[src/rtl/pipelined_carry_adder.sv]
// WIDTH-bit adder with the carry chain split into STAGES registered ripple segments and a
// valid/ready handshake on both sides. Define PIPE_ADDER_SUB_EN to add the sub port (a - b).
module pipelined_carry_adder #(
    parameter int WIDTH  = 16,
    parameter int STAGES = 4
) (
    input  logic             clk,
    input  logic             rst,
    input  logic             in_valid,
    output logic             in_ready,
    input  logic [WIDTH-1:0] a,
    input  logic [WIDTH-1:0] b,
    input  logic             c_in,
`ifdef PIPE_ADDER_SUB_EN
    input  logic             sub,
`endif
    output logic             out_valid,
    input  logic             out_ready,
    output logic [WIDTH-1:0] s,
    output logic             c_out,
    output logic             ovf
);

    localparam int SEG  = WIDTH / STAGES;
    localparam int LAST = STAGES - 1;

    generate
        if (WIDTH < 2 || STAGES < 1 || STAGES > WIDTH || (WIDTH % STAGES) != 0) begin : g_bad_param
            $error("pipelined_carry_adder: need WIDTH>=2, 1<=STAGES<=WIDTH, WIDTH%%STAGES==0");
        end
    endgenerate

    logic             adv;
    logic [STAGES-1:0] v_q;
    logic [STAGES:0]   pv;
    logic [WIDTH-1:0] a_q [STAGES];
    logic [WIDTH-1:0] b_q [STAGES];
    logic [WIDTH-1:0] s_q [STAGES];
    logic [STAGES-1:0] c_q;

    logic [WIDTH-1:0] b_eff;
    logic             c_first;

    // pa/pb/ps/pc[k] are the inputs of segment k: entry 0 is the port side, entry k+1 is stage k
    logic [WIDTH-1:0] pa [STAGES+1];
    logic [WIDTH-1:0] pb [STAGES+1];
    logic [WIDTH-1:0] ps [STAGES+1];
    logic [STAGES:0]  pc;

    logic [WIDTH-1:0] nx_s [STAGES];
    logic [STAGES-1:0] nx_c;
    logic             cy;

    assign adv       = ~out_valid | out_ready;
    assign in_ready  = adv & ~rst;
    assign out_valid = v_q[LAST];
    assign pv        = {v_q, in_valid};

`ifdef PIPE_ADDER_SUB_EN
    assign b_eff   = sub ? ~b : b;
    assign c_first = sub ? 1'b1 : c_in;
`else
    assign b_eff   = b;
    assign c_first = c_in;
`endif

    always_comb begin
        pa[0] = a;
        pb[0] = b_eff;
        ps[0] = '0;
        pc[0] = c_first;
        for (int k = 0; k < STAGES; k++) begin
            pa[k+1] = a_q[k];
            pb[k+1] = b_q[k];
            ps[k+1] = s_q[k];
            pc[k+1] = c_q[k];
        end
    end

    // Each segment ripples through its SEG bits and leaves already-finished slices untouched
    always_comb begin
        cy = 1'b0;
        for (int k = 0; k < STAGES; k++) begin
            nx_s[k] = ps[k];
            cy      = pc[k];
            for (int i = 0; i < SEG; i++) begin
                nx_s[k][k*SEG+i] = pa[k][k*SEG+i] ^ pb[k][k*SEG+i] ^ cy;
                cy = (pa[k][k*SEG+i] & pb[k][k*SEG+i]) | (cy & (pa[k][k*SEG+i] ^ pb[k][k*SEG+i]));
            end
            nx_c[k] = cy;
        end
    end

    always_ff @(posedge clk) begin
        if (rst) begin
            v_q       <= '0;
            a_q[LAST] <= '0;
            b_q[LAST] <= '0;
            s_q[LAST] <= '0;
            c_q[LAST] <= 1'b0;
        end else if (adv) begin
            v_q <= pv[STAGES-1:0];
            for (int k = 0; k < STAGES; k++) begin
                a_q[k] <= pa[k];
                b_q[k] <= pb[k];
                s_q[k] <= nx_s[k];
                c_q[k] <= nx_c[k];
            end
        end
    end

    assign s     = s_q[LAST];
    assign c_out = c_q[LAST];
    assign ovf   = (a_q[LAST][WIDTH-1] == b_q[LAST][WIDTH-1]) &
                   (s_q[LAST][WIDTH-1] != a_q[LAST][WIDTH-1]);

endmodule
[config.mk]
export PLATFORM = sky130hd
export DESIGN_NAME = pipelined_carry_adder
export DESIGN_NICKNAME = d
export VERILOG_FILES = /design/src/rtl/pipelined_carry_adder.sv
export SDC_FILE = /design/constraint.sdc
export NUM_CORES = 1
export LEC_CHECK = 0
export ABC_AREA = 1
export CORE_ASPECT_RATIO = 1.1
export CORE_MARGIN = 5
export CORE_UTILIZATION = 44
export DETAILED_ROUTE_END_ITERATION = 6
export GPL_ROUTABILITY_DRIVEN = 1
export GPL_TIMING_DRIVEN = 0
export PLACE_DENSITY = 0.76
export SETUP_SLACK_MARGIN = 0.05
export SYNTH_ARGS = -nofsm -noshare
export SYNTH_HDL_FRONTEND = slang
export SYNTH_SLANG_ARGS = --single-unit
[constraint.sdc]
create_clock -name clk -period 4.53 [get_ports clk]
set_clock_uncertainty 0.05 [all_clocks]
set_input_delay 0.906 -clock clk [delete_from_list [all_inputs] [get_ports clk]]
set_output_delay 0.906 -clock clk [all_outputs]
set_load 0.05 [all_outputs]
==> results.toml, run 1 <==
[timing]
drv_slew = 0
hold_viol = 0
max_freq_ghz = 0.2371
tightest_slew_ns = 0.8819
rsz0062_at_grt = "false"
setup-violations-final = 0
period_minus_slack_ns = 4.218
finalCritPeriodShare = 0.9311
slew_headroom = 0.4104
finalSetupTns_ns = 0

[synthesis]
synth_top_area_cell = "edfxtp_1"
postSynthAreaPerCell_um2 = 16.94
synth_area_leaders = "edfxtp_1 (76%), fa_1 (8.8%), inv_1 (5.9%), dfxtp_1 (2.7%), nor2_1 (2.2%)"
ys_ff_latch = 98
netlist_instances = 216
synth-seq-area-share = 0.7904
synth.distinct_cells = 12
synth_area_um2 = 3660
syn_nets = 269
yosys.area.top_type_share = 0.7631
yosysWarningCount = 0

[setup_path]
crit_fanout = 76
cp_cell_sequence = "clkdlybuf4s50_1 -> inv_1 -> nand2_4 -> nand2_8 -> buf_12 -> inv_6 -> clkdlybuf4s50_1"
slowest_delay_ns = 0.93
slowest_stage = "clkdlybuf4s50_1"
critPathLaunchType = "input port"
cpMostUsedCell = "clkdlybuf4s50_1"
arrival_ns = 3.26
crit_buf_inv = 5
path_delay_family = "buffers and inverters"
crit_type = "input port to output pin"
endpoint_kind = "output pin"
required_ns = 3.57

[routing]
vias_per_cell = 4.175
drt_iter0_markers = 111
vias = 1666
drcViolationCount = 0
wire_per_inst_um = 11.35
dr.pass1.iters = 4
wirelength_um = 4527
ant_nets = 0

[cts]
cts.sinks = 98
ctsLongestPathBuffers = 2
clk_pin_slew_ns = 0.09
insertion_delay_ns = 0.34
cts_tree = "built"
htree_levels = 3
hold_buffers = 0
cts_buffers = 9
clockRootBuffer = "clkbuf_8"

[finish]
diodes = 0
drive_gt1_frac = 0.06250
layout_common_cells = "edfxtp_1 (93), inv_1 (57), clkdlybuf4s50_1 (56)"
fin_area_um2 = 4572
final_common_cell = "edfxtp_1"
post-route-util = 0.5553
area_growth_pct = 24.92
num-nets-final = 336

[die]
die_h_um = 105.7
rows = 35
die_x_um = 96.96
dieArea_um2 = 10240
start_util = 0.4445
ioPinCount = 57
core_area_um2 = 8233

[grt]
grt_usage = 0.09918
grt_first_pass_wirelength_um = 7955
first_global_vias = 1807
gr-usage-met2 = 0.1681
antenna_found_initial = 0
met1_usage = 0.1131
grt_start_max_net_pins = 77
busiest_layer = "met2"
grt_use_met3 = 0.03640
overflow = 0

[power_and_ir_drop]
ir_drop_v = 0.0001993
p_leak_uw = 0.001843
cellPowerDensity_nw_per_um2 = 412.1
power_uw = 1884

[placement]
place_area_um2 = 4362
numPortBuffers = 56
dpl.hpwl_um = 3039
place_congestion = 0.6419

[job]
max_cap_viol_count = 0

[hold_path]
hp-class = "flip-flop to flip-flop"

[outcome]
status = "finished, final reports clean"
-- logic make-up after synthesis --
group	Yosys count	synth area share
buf+inv	60	0.06803
simple gates	42	0.05402
flops	98	0.7904
fa+ha+maj	16	0.08752
-- routing by layer --
metal  up-vias  part of all wire
met5         -                 0
met4         0             0.010
met3         7             0.056
met2        46              0.53
met1       779              0.41
li1        834                 -
-- final cells by class --
cell class                      count  area (µm²)
Buffer                              2       31.28
Tap cell                          111       138.9
Sequential cell                    98        2893
Timing Repair Buffer               56       560.5
Inverter                           58       222.7
Fill cell                         689        3661
Clock inverter                      7       83.83
Multi-Input combinational cell     58       518.0
Clock buffer                        9       123.9
-- what timing repair did --
item / 4_1_cts / 5_1_grt
resized for setup: 0 / 1
endpoints found under the hold margin: 0 / 0
buffers inserted: 0 / 0
setup endpoints to repair: 0 / 1
-- state kept, by name, indices dropped and copies added, names as in the netlist --
register,flops
a_q,25
b_q,25
c_q,4
s_q,40
v_q,4
-- worst reg2reg max path: cells and delay by family (launching register included) --
kind | cells | cell delay, ns
adder cells (fa/ha/maj) | 4 | 1.42
AND/OR/NAND/NOR | 1 | 0.10
flip-flops | 1 | 0.39
buffers and inverters | 3 | 0.24
-- worst paths after layout --
check               endpoint  cells past startpoint  slack (ns)       start
setup / recovery    in_ready                      7        0.31   out_ready
hold / removal    a_q[1][15]                      0        0.37  a_q[0][15]
setup reg to reg  s_q[3][15]                      8        2.20      c_q[2]
hold reg to reg   a_q[1][15]                      0        0.37  a_q[0][15]
-- power breakdown --
| part | switching (µW) | internal [µW] |
|---|---|---|
| sequential | 20.3 | 1070 |
| clock | 279 | 305 |
| combinational | 123 | 82.7 |
| total | 422 | 1460 |
-- Yosys cell counts --
cell type,instances
inv_1,58
nor2_1,21
buf_12,1
edfxtp_1,93
nand4_1,4
fa_1,16
buf_6,1
nand2_4,1
nand2_8,1
dfxtp_1,5
nand3_1,5
nand2_1,10
-- stage by stage --
stage	instances	worst slack [ns]	hold WS, ns
global placement	383	-1.320	0.3505
detailed placement	383	0.1032	0.3545
floorplan	216	0.5134	0.3503
finish	399	0.3120	0.3722
global route	399	0.1841	0.3730
CTS	399	0.08961	0.3726
No activity file was read; power rests on OpenSTA's default activity.
==> inputs of run 2 (changes only) <==
--- a/config.mk
+++ b/config.mk
@@ -14,6 +14,7 @@
 export GPL_TIMING_DRIVEN = 0
 export PLACE_DENSITY = 0.76
 export SETUP_SLACK_MARGIN = 0.05
+export SKIP_CTS_REPAIR_TIMING = 1
 export SYNTH_ARGS = -nofsm -noshare
 export SYNTH_HDL_FRONTEND = slang
 export SYNTH_SLANG_ARGS = --single-unit
==> results of run 2 <==
Final layout, timing and power as in run 1 (identical DEF).
